--- config.mk ---
export PLATFORM = sky130hd
export DESIGN_NAME = mem_arb2_flat
export DESIGN_NICKNAME = d
export VERILOG_FILES = /design/src/rtl/mem_arb2_pkg.sv /design/src/rtl/mem_arb2_if.sv /design/src/rtl/mem_arb2_rr_pick2.sv /design/src/rtl/mem_arb2.sv /design/src/flat_wrapper.sv
export SDC_FILE = /design/constraint.sdc
export NUM_CORES = 1
export LEC_CHECK = 0
export CORE_MARGIN = 5
export CORE_UTILIZATION = 57
export CTS_CLUSTER_SIZE = 24
export DETAILED_ROUTE_END_ITERATION = 12
export DONT_BUFFER_PORTS = 1
export GPL_ROUTABILITY_DRIVEN = 0
export PLACE_DENSITY_LB_ADDON = 0.08
export SLEW_MARGIN = 10
export SYNTH_ARGS = -nofsm -noshare
export SYNTH_HDL_FRONTEND = slang
export SYNTH_HIERARCHICAL = 1
export SYNTH_SLANG_ARGS = --single-unit
--- constraint.sdc ---
create_clock -name clk -period 2.4 [get_ports clk]
set_input_delay 0.48 -clock clk [delete_from_list [all_inputs] [get_ports clk]]
set_output_delay 0.48 -clock clk [all_outputs]
set_load 0.01 [all_outputs]
--- src/rtl/mem_arb2_pkg.sv ---
// Shared defaults, state encoding and grant type for the two-requester RAM arbiter.
package mem_arb2_pkg;

  localparam int DWIDTH_DEF = 16;
  localparam int AWIDTH_DEF = 12;
  localparam int WORDS_DEF  = 4096;

  localparam logic [0:0] ST_INIT = 1'b0;
  localparam logic [0:0] ST_RUN  = 1'b1;

  typedef enum logic [1:0] {
    GNT_NONE = 2'b00,
    GNT_A    = 2'b01,
    GNT_B    = 2'b10
  } gnt_e;

endpackage

--- src/rtl/mem_arb2_if.sv ---
// Requester A/B handshakes, read responses and the external RAM port of mem_arb2.
interface mem_arb2_if #(
  parameter int DWIDTH = mem_arb2_pkg::DWIDTH_DEF,
  parameter int AWIDTH = mem_arb2_pkg::AWIDTH_DEF
) ();

  logic              init_done;
  logic              a_valid;
  logic              b_valid;
  logic              a_ready;
  logic              b_ready;
  logic              a_we;
  logic              b_we;
  logic [AWIDTH-1:0] a_addr;
  logic [AWIDTH-1:0] b_addr;
  logic [DWIDTH-1:0] a_wdata;
  logic [DWIDTH-1:0] b_wdata;
  logic              a_rvalid;
  logic              b_rvalid;
  logic [DWIDTH-1:0] a_rdata;
  logic [DWIDTH-1:0] b_rdata;
  logic              mem_load;
  logic [AWIDTH-1:0] mem_addr;
  logic [DWIDTH-1:0] mem_d;
  logic [DWIDTH-1:0] mem_q;

  modport slave (
    input  a_valid, b_valid, a_we, b_we, a_addr, b_addr, a_wdata, b_wdata, mem_q,
    output init_done, a_ready, b_ready, a_rvalid, b_rvalid, a_rdata, b_rdata,
    output mem_load, mem_addr, mem_d
  );

  modport master (
    output a_valid, b_valid, a_we, b_we, a_addr, b_addr, a_wdata, b_wdata, mem_q,
    input  init_done, a_ready, b_ready, a_rvalid, b_rvalid, a_rdata, b_rdata,
    input  mem_load, mem_addr, mem_d
  );

endinterface

--- src/rtl/mem_arb2_rr_pick2.sv ---
// Two-way round-robin pick: valids plus priority flag give the grant and the next priority.
module rr_pick2
  import mem_arb2_pkg::*;
(
  input  logic i_a_valid,
  input  logic i_b_valid,
  input  logic i_prio_b,
  output gnt_e o_grant,
  output logic o_prio_b_nxt
);

  // A lone requester always wins; a tie goes to the priority holder
  always_comb begin
    o_grant = GNT_NONE;
    if (i_a_valid && i_b_valid) begin
      o_grant = i_prio_b ? GNT_B : GNT_A;
    end else if (i_a_valid) begin
      o_grant = GNT_A;
    end else if (i_b_valid) begin
      o_grant = GNT_B;
    end else begin
      o_grant = GNT_NONE;
    end
  end

  // Priority moves to the requester that lost (or sat out) the latest grant
  always_comb begin
    o_prio_b_nxt = i_prio_b;
    case (o_grant)
      GNT_A:   o_prio_b_nxt = 1'b1;
      GNT_B:   o_prio_b_nxt = 1'b0;
      default: o_prio_b_nxt = i_prio_b;
    endcase
  end

endmodule

--- src/rtl/mem_arb2.sv ---
// Clears the external RAM after reset, then arbitrates requesters A and B onto it,
// returning read data one cycle after each read grant.
module mem_arb2
  import mem_arb2_pkg::*;
#(
  parameter int DWIDTH = DWIDTH_DEF,
  parameter int AWIDTH = AWIDTH_DEF,
  parameter int WORDS  = WORDS_DEF
) (
  input  logic      clk,
  input  logic      rst_n,
  mem_arb2_if.slave bus
);

  localparam logic [AWIDTH-1:0] LAST_ADDR = AWIDTH'(WORDS - 1);

  logic [0:0]        r_state;
  logic [AWIDTH-1:0] r_cnt;
  logic              r_init_done;
  logic              r_prio_b;
  logic              r_a_pend;
  logic              r_b_pend;
  logic              w_run;
  gnt_e              w_grant;
  logic              w_prio_b_nxt;

  assign w_run = (r_state == ST_RUN);

  rr_pick2 u_pick (
    .i_a_valid    (bus.a_valid & w_run),
    .i_b_valid    (bus.b_valid & w_run),
    .i_prio_b     (r_prio_b),
    .o_grant      (w_grant),
    .o_prio_b_nxt (w_prio_b_nxt)
  );

  assign bus.a_ready   = (w_grant == GNT_A);
  assign bus.b_ready   = (w_grant == GNT_B);
  assign bus.init_done = r_init_done;
  assign bus.a_rvalid  = r_a_pend;
  assign bus.b_rvalid  = r_b_pend;
  assign bus.a_rdata   = r_a_pend ? bus.mem_q : {DWIDTH{1'b0}};
  assign bus.b_rdata   = r_b_pend ? bus.mem_q : {DWIDTH{1'b0}};

  // Clear sweep counter, INIT->RUN transition and round-robin priority
  always_ff @(posedge clk or negedge rst_n) begin
    if (!rst_n) begin
      r_state     <= ST_INIT;
      r_cnt       <= {AWIDTH{1'b0}};
      r_init_done <= 1'b0;
      r_prio_b    <= 1'b0;
    end else begin
      case (r_state)
        ST_INIT: begin
          r_cnt <= r_cnt + AWIDTH'(1);
          if (r_cnt == LAST_ADDR) begin
            r_state     <= ST_RUN;
            r_init_done <= 1'b1;
          end
        end
        ST_RUN: begin
          r_prio_b <= w_prio_b_nxt;
        end
        default: begin
          r_state <= ST_INIT;
        end
      endcase
    end
  end

  // Remember which requester owns the RAM read data arriving next cycle
  always_ff @(posedge clk or negedge rst_n) begin
    if (!rst_n) begin
      r_a_pend <= 1'b0;
      r_b_pend <= 1'b0;
    end else begin
      r_a_pend <= (w_grant == GNT_A) & ~bus.a_we;
      r_b_pend <= (w_grant == GNT_B) & ~bus.b_we;
    end
  end

  // RAM port: zero-fill during INIT (held off while reset is asserted), granted request in RUN
  always_comb begin
    bus.mem_load = 1'b0;
    bus.mem_addr = {AWIDTH{1'b0}};
    bus.mem_d    = {DWIDTH{1'b0}};
    if (!w_run) begin
      bus.mem_load = rst_n;
      bus.mem_addr = r_cnt;
      bus.mem_d    = {DWIDTH{1'b0}};
    end else begin
      case (w_grant)
        GNT_A: begin
          bus.mem_load = bus.a_we;
          bus.mem_addr = bus.a_addr;
          bus.mem_d    = bus.a_wdata;
        end
        GNT_B: begin
          bus.mem_load = bus.b_we;
          bus.mem_addr = bus.b_addr;
          bus.mem_d    = bus.b_wdata;
        end
        default: begin
          bus.mem_load = 1'b0;
          bus.mem_addr = {AWIDTH{1'b0}};
          bus.mem_d    = {DWIDTH{1'b0}};
        end
      endcase
    end
  end

endmodule

--- src/flat_wrapper.sv ---
// flat-port wrapper written by rule: the top's interface ports become plain ports
module mem_arb2_flat import mem_arb2_pkg::*;
#(
  parameter int DWIDTH = DWIDTH_DEF,
  parameter int AWIDTH = AWIDTH_DEF,
  parameter int WORDS  = WORDS_DEF
)
  (clk, rst_n, bus_a_valid, bus_b_valid, bus_a_we, bus_b_we, bus_a_addr, bus_b_addr, bus_a_wdata, bus_b_wdata, bus_mem_q, bus_init_done, bus_a_ready, bus_b_ready, bus_a_rvalid, bus_b_rvalid, bus_a_rdata, bus_b_rdata, bus_mem_load, bus_mem_addr, bus_mem_d);
  mem_arb2_if #(.DWIDTH(DWIDTH), .AWIDTH(AWIDTH)) bus_i ();
  input  logic clk;
  input  logic rst_n;
  input wire logic [$bits(bus_i.a_valid)-1:0] bus_a_valid;
  input wire logic [$bits(bus_i.b_valid)-1:0] bus_b_valid;
  input wire logic [$bits(bus_i.a_we)-1:0] bus_a_we;
  input wire logic [$bits(bus_i.b_we)-1:0] bus_b_we;
  input wire logic [$bits(bus_i.a_addr)-1:0] bus_a_addr;
  input wire logic [$bits(bus_i.b_addr)-1:0] bus_b_addr;
  input wire logic [$bits(bus_i.a_wdata)-1:0] bus_a_wdata;
  input wire logic [$bits(bus_i.b_wdata)-1:0] bus_b_wdata;
  input wire logic [$bits(bus_i.mem_q)-1:0] bus_mem_q;
  output wire logic [$bits(bus_i.init_done)-1:0] bus_init_done;
  output wire logic [$bits(bus_i.a_ready)-1:0] bus_a_ready;
  output wire logic [$bits(bus_i.b_ready)-1:0] bus_b_ready;
  output wire logic [$bits(bus_i.a_rvalid)-1:0] bus_a_rvalid;
  output wire logic [$bits(bus_i.b_rvalid)-1:0] bus_b_rvalid;
  output wire logic [$bits(bus_i.a_rdata)-1:0] bus_a_rdata;
  output wire logic [$bits(bus_i.b_rdata)-1:0] bus_b_rdata;
  output wire logic [$bits(bus_i.mem_load)-1:0] bus_mem_load;
  output wire logic [$bits(bus_i.mem_addr)-1:0] bus_mem_addr;
  output wire logic [$bits(bus_i.mem_d)-1:0] bus_mem_d;
  assign bus_i.a_valid = bus_a_valid;
  assign bus_i.b_valid = bus_b_valid;
  assign bus_i.a_we = bus_a_we;
  assign bus_i.b_we = bus_b_we;
  assign bus_i.a_addr = bus_a_addr;
  assign bus_i.b_addr = bus_b_addr;
  assign bus_i.a_wdata = bus_a_wdata;
  assign bus_i.b_wdata = bus_b_wdata;
  assign bus_i.mem_q = bus_mem_q;
  assign bus_init_done = bus_i.init_done;
  assign bus_a_ready = bus_i.a_ready;
  assign bus_b_ready = bus_i.b_ready;
  assign bus_a_rvalid = bus_i.a_rvalid;
  assign bus_b_rvalid = bus_i.b_rvalid;
  assign bus_a_rdata = bus_i.a_rdata;
  assign bus_b_rdata = bus_i.b_rdata;
  assign bus_mem_load = bus_i.mem_load;
  assign bus_mem_addr = bus_i.mem_addr;
  assign bus_mem_d = bus_i.mem_d;
  mem_arb2 #(.DWIDTH(DWIDTH), .AWIDTH(AWIDTH), .WORDS(WORDS)) u_core (.clk(clk), .rst_n(rst_n), .bus(bus_i));
endmodule
==> impl_metrics.tcl, run 1 <==
set metrics [dict create \
    status "complete, but fails checks" \
    violations "negative setup slack" \
    period_share 1.03 \
    switching_share 0.219 \
    clock-sinks 17 \
    num_vias 1532 \
    dieWidth_um 60.9 \
    syn_area_per_cell_um2 8.16 \
    netlist_area_um2 1480 \
    wire_per_inst_um 23.9 \
    startpoint_type "flip-flop" \
    grt_setup_unrepaired "true" \
    grt_pass1_vias 1477 \
    io_buffers 0 \
    cts.path.max_buffers 2 \
    grt_pass1_wl_mm 7.11 \
    grt_usage 0.259 \
    hold_path.class "in2reg" \
    power_uw 451 \
    die-area_um2 3710 \
    skew_ns 0.00132 \
    required_ns 1.92 \
    clkTransAtPathRegs_ns 0.10 \
    setup_tns_ns -0.677 \
    cp_max_fo 5 \
    area_growth_pct 40.8 \
    worst_slew_pin_slew_ns 0.785 \
    cts_root_buffer "clkbuf_4" \
    p_comb_frac 0.025 \
    fin_nets 280 \
    multi_input_area_um2 1270 \
    pre_cts_ws_ns 0.0120 \
    cts_max_level 1 \
    pwr-share-seq 0.634 \
    post-route-drc-count 0 \
    finalSetupViolations 19 \
    nFillCells 135 \
    dp.cells 216 \
    antenna_found_initial 0 \
    synth_fp_nets 263 \
    via_per_inst 6.75 \
    synth-seq-cells 17 \
    p_leak_uw 0.000721 \
    wirelength_mm 5.42 \
    p_int_uw 352 \
    timing.hold.ws_ns 0.242 \
    peakVddDrop_uv 373 \
    relSlewSlack 0.475 \
    cts_tree "done" \
    clock.fmax_mhz 405 \
    regArea_um2 425 \
    slew_viol_final 0 \
    fp-row-count 18 \
    grt_max_degree 22 \
    layout-drive-gt1-share 0.457 \
    overflow 0 \
    io_pins 144 \
    cap_viol_max_count 0 \
    core_um2 2480 \
    clkPwrFrac 0.341 \
    drtIter0Drc 70 \
    ys.warnings.count 6 \
    initial_core_util 0.596 \
    ant_nets 0 \
    hpwlAfterDp_mm 3.74 \
    p_switching_uw 99.0 \
    clock_latency_ns 0.29 \
    setup_ws_ns -0.0704 \
    period_minus_slack_ns 2.47 \
    die_h_um 60.9 \
    ys_types 26 \
    cts_buffers 3 \
    end_kind "output port" \
    diodes 0 \
    fin_cells 227 \
    cp.arrival_ns 1.99 \
    dr.pass1.iters 4 \
    power_density_nw_per_um2 217 \
    critical_path_class "reg2out" \
    ys_seq_area_frac 0.288 \
    finalHoldViolCount 0 \
    syn-instance-count 181 \
]
==> power by group through the flow <==
stage | clock [uW] | combinational [uW] | sequential (uW)
floorplan | 0 | 2.02 | 292
global placement | 0 | 3.44 | 292
detailed placement | 0 | 3.46 | 292
CTS | 161 | 11.6 | 286
global route | 174 | 12.9 | 286
finish | 154 | 11.3 | 286
==> cells by family after synthesis <==
group           Yosys count  share of synthesized area
simple gates             71                      0.290
compound gates           47                      0.228
buf+inv                  29                     0.0796
flops                    17                      0.288
xor+xnor                 11                     0.0652
fa+ha+maj                 4                     0.0339
mux                       2                     0.0152
==> worst max-delay path, cell delays in order (launching register included) <==
cell and delay [ns]:
dfrtp_1 0.41, and2_4 0.19, a21boi_4 0.19, inv_2 0.07
ha_4 0.23, nand2b_4 0.19, buf_6 0.17, o22ai_2 0.09
buf_4 0.15
==> layout make-up <==
cell class | instances | share of cell area
inverter | 16 | 0.0289
sequential | 17 | 0.204
tap | 30 | 0.0180
timing repair buffer | 25 | 0.123
multi-input combinational | 135 | 0.612
clock buffer | 3 | 0.0108
clock inverter | 1 | 0.00241
==> worst paths after layout <==
| path | start | endpoint | slack, ns | cells after the start |
|---|---|---|---|---|
| setup / recovery | u_core/r_state | bus_mem_load | -0.07 | 8 |
| hold / removal | bus_a_we | u_core/bus.a_rvalid | 0.24 | 1 |
| min in group asynchronous | rst_n | u_core/bus.init_done | 0.71 | 1 |
| setup reg to reg | u_core/r_state | u_core/r_cnt[10] | 0.64 | 6 |
| hold reg to reg | u_core/bus.init_done | u_core/bus.init_done | 0.57 | 1 |
| max in group asynchronous | rst_n | u_core/r_cnt[2] | 1.21 | 1 |
==> layer usage <==
layer  routed length [um]  global-route usage  vias up  part of all wire
met5                    0                   0        -                 0
met4                  124              0.0712        0             0.023
met3                  487              0.0574       12             0.090
met2                 2930               0.472      109              0.54
met1                 1880               0.303      744              0.35
li1                     -                   -      667                 -
==> metrics by stage <==
| stage | utilization | cell area, um^2 |
|---|---|---|
| after floorplan | - | 1510 |
| after global routing | 0.840 | 2080 |
| after global placement | 0.653 | 1620 |
| final | 0.840 | 2080 |
| after CTS | 0.799 | 1980 |
| after detailed placement | 0.653 | 1620 |
==> registers in the layout, indices dropped and copies added, names as in the netlist <==
| register | cells |
|---|---|
| u_core/bus.a_rvalid | 1 |
| u_core/bus.b_rvalid | 1 |
| u_core/bus.init_done | 1 |
| u_core/r_cnt | 12 |
| u_core/r_prio_b | 1 |
| u_core/r_state | 1 |
==> what timing repair did <==
item                       in CTS  in global routing
gates resized for setup        56                 19
setup buffers                   1                  2
setup endpoints to repair      29                 29
hold buffers                    1                  0
cloned                          3                  0
pin swaps                      17                  8
hold endpoints to repair       17                  0
==> cells in the mapped netlist, drive strengths merged <==
master,number,area share
nand4b,3,0.028
nand2,1,0.0025
buf,7,0.024
and2,34,0.14
a21oi,1,0.0034
a22oi,29,0.15
nor2,20,0.051
inv,16,0.041
a21o,1,0.0051
a21boi,2,0.010
ha,4,0.034
nor4,4,0.030
nand4,2,0.0085
xnor2,11,0.065
nor2b,3,0.013
o22ai,13,0.055
nand2b,1,0.0042
clkbuf,6,0.015
a41o,1,0.0068
mux2,2,0.015
nor3,2,0.0068
nand3,1,0.0034
dfrtp,17,0.29
==> cell usage in the layout (no fill, tap or decap), types with 3 or more instances in the layout <==
cell and count:
a22oi_2 17, nor2_1 4, and2_1 32, nor2b_1 3
o22ai_2 7, nor2_4 5, buf_6 5, a22oi_1 12
xnor2_1 11, nor2_2 11, dfrtp_1 17, clkbuf_4 3
o22ai_4 6, nor4_2 3, buf_4 15, inv_1 14
Power figures use the tool's default switching activity.
==> run 2, diff against run 1 <==
--- a/config.mk
+++ b/config.mk
@@ -6,12 +6,13 @@
 export NUM_CORES = 1
 export LEC_CHECK = 0
 export CORE_MARGIN = 5
-export CORE_UTILIZATION = 57
+export CORE_UTILIZATION = 65
 export CTS_CLUSTER_SIZE = 24
 export DETAILED_ROUTE_END_ITERATION = 12
 export DONT_BUFFER_PORTS = 1
-export GPL_ROUTABILITY_DRIVEN = 0
+export GPL_ROUTABILITY_DRIVEN = 1
 export PLACE_DENSITY_LB_ADDON = 0.08
+export SETUP_SLACK_MARGIN = 0.4
 export SLEW_MARGIN = 10
 export SYNTH_ARGS = -nofsm -noshare
 export SYNTH_HDL_FRONTEND = slang
==> constraint.sdc (replaced) <==
create_clock -name clk -period 2.85 [get_ports clk]
set_input_delay 0.57 -clock clk [delete_from_list [all_inputs] [get_ports clk]]
set_output_delay 0.57 -clock clk [all_outputs]
set_load 0.01 [all_outputs]
==> impl_metrics.tcl, run 2 (synthesis gave the netlist of run 1 again) <==
set metrics [dict create \
    clkTransAtPathRegs_ns 0.11 \
    fin_nets 281 \
    wirelength_mm 6.38 \
    post-route-drc-count 0 \
    grt_max_degree 23 \
    cts_tree "done" \
    mostFrequentLayoutCells "and2_1, dfrtp_1, a22oi_2" \
    fin_util 0.934 \
    status "finished, final reports clean" \
    dieWidth_um 57.7 \
    critical_path.max_stage_delay_ns 0.49 \
    cts_buffers 3 \
    finalHoldViolCount 0 \
    die_h_um 57.7 \
    end_kind "output port" \
    critical_path_class "reg2out" \
    p_leak_uw 0.000710 \
    cts_max_level 1 \
    via_per_inst 7.27 \
    hpwlAfterDp_mm 3.60 \
    startpoint_type "flip-flop" \
    path_cells "inv_1, a21boi_4, ha_4, nand2b_4, buf_4, nor2_2" \
    layout_commonest_cell "and2_1" \
    reg2reg_setup_slack_ns 1.25 \
    gp_congestion 0.831 \
    required_ns 2.28 \
    grt_pass1_wl_mm 8.05 \
    num_vias 1644 \
    fp-row-count 17 \
    dr.pass1.iters 4 \
    power_uw 388 \
    core_um2 2190 \
    period_minus_slack_ns 2.63 \
    layout-drive-gt1-share 0.449 \
    power_density_nw_per_um2 190 \
    cts_root_buffer "clkbuf_4" \
    relSlewSlack 0.477 \
    cts.path.max_buffers 2 \
    cp_max_fo 9 \
    clock_latency_ns 0.31 \
    grt_pass1_vias 1580 \
    skew_ns 0.00494 \
    antenna_found_initial 0 \
    multi_input_area_um2 1240 \
    cp.arrival_ns 2.06 \
    period_share 0.925 \
    wire_per_inst_um 28.2 \
    placed_area_um2 1610 \
    grt_usage 0.316 \
    diodes 0 \
    nFillCells 70 \
    ant_nets 0 \
    drtIter0Drc 157 \
    stdcell_area_um2 2050 \
    area_growth_pct 38.4 \
    largest_register_ffs 12 \
    regArea_um2 425 \
    pre_cts_ws_ns 0.312 \
    finalSetupViolations 0 \
    clock.fmax_mhz 380 \
    initial_core_util 0.674 \
    overflow 0 \
    regMostFlops "u_core/r_cnt" \
    worst_slew_pin_slew_ns 0.782 \
    clock-sinks 17 \
    setup_tns_ns 0 \
    setup_ws_ns 0.215 \
    grt_setup_unrepaired "true" \
    critical_path.slowest_cell "dfrtp_1" \
    io_pins 144 \
    io_buffers 0 \
    cap_viol_max_count 0 \
    peakVddDrop_uv 209 \
    die-area_um2 3330 \
    slew_viol_final 0 \
    hold_path.class "in2reg" \
]
==> run 2: metal layers <==
layer | wire (um) | GRT usage
met1 | 2180 | 0.381
met2 | 3180 | 0.550
met3 | 756 | 0.0735
met4 | 275 | 0.109
met5 | 0 | 0
==> run 2: critical path: cells and delay by family, from the launching register on <==
kind                       cells  cell delay (ns)
and+or+nand+nor                2             0.40
DFF                            1             0.49
adders and majority gates      1             0.23
buffers and inverters          2             0.38
AOI/OAI and AO/OA              1             0.25
==> run 2: layout make-up <==
class	instances	area share
flip-flops and latches	17	0.208
well taps	28	0.0171
multi-input cells	135	0.604
clock buffers	3	0.0110
clock inverters	1	0.00245
inverters	16	0.0294
repair buffers	26	0.128
==> run 2: final timing paths <==
path / to / start / cells after the start
max: bus_mem_d[12] / u_core/r_prio_b / 6
min: u_core/bus.b_rvalid / bus_b_we / 1
max reg2reg: u_core/bus.a_rvalid / u_core/r_state / 6
min reg2reg: u_core/r_cnt[4] / u_core/r_cnt[4] / 1
max in group asynchronous: u_core/r_cnt[9] / rst_n / 1
min in group asynchronous: u_core/r_cnt[2] / rst_n / 1
==> run 2: stage by stage <==
step | cells | hold WS, ns
2_1_floorplan | 181 | 0.274
3_3_place_gp | 213 | 0.275
3_5_place_dp | 213 | 0.275
4_1_cts | 226 | 0.328
5_1_grt | 226 | 0.287
6_report | 226 | 0.310
==> run 2: what timing repair did <==
| action | CTS | global route |
|---|---|---|
| endpoints found under the setup margin | 29 | 29 |
| cloned | 6 | 0 |
| pin swaps | 8 | 3 |
| hold buffers | 1 | 0 |
| hold endpoints to repair | 17 | 0 |
| resized for setup | 50 | 22 |
| buffers inserted | 2 | 0 |
==> run 2: power breakdown <==
| part | internal, uW | total, uW | switching, uW | leakage (uW) |
|---|---|---|---|---|
| combinational | 2.69 | 8.46 | 5.77 | 0.000469 |
| sequential | 241 | 241 | 0 | 0.000223 |
| clock | 52.5 | 139 | 86.4 | 0.0000177 |
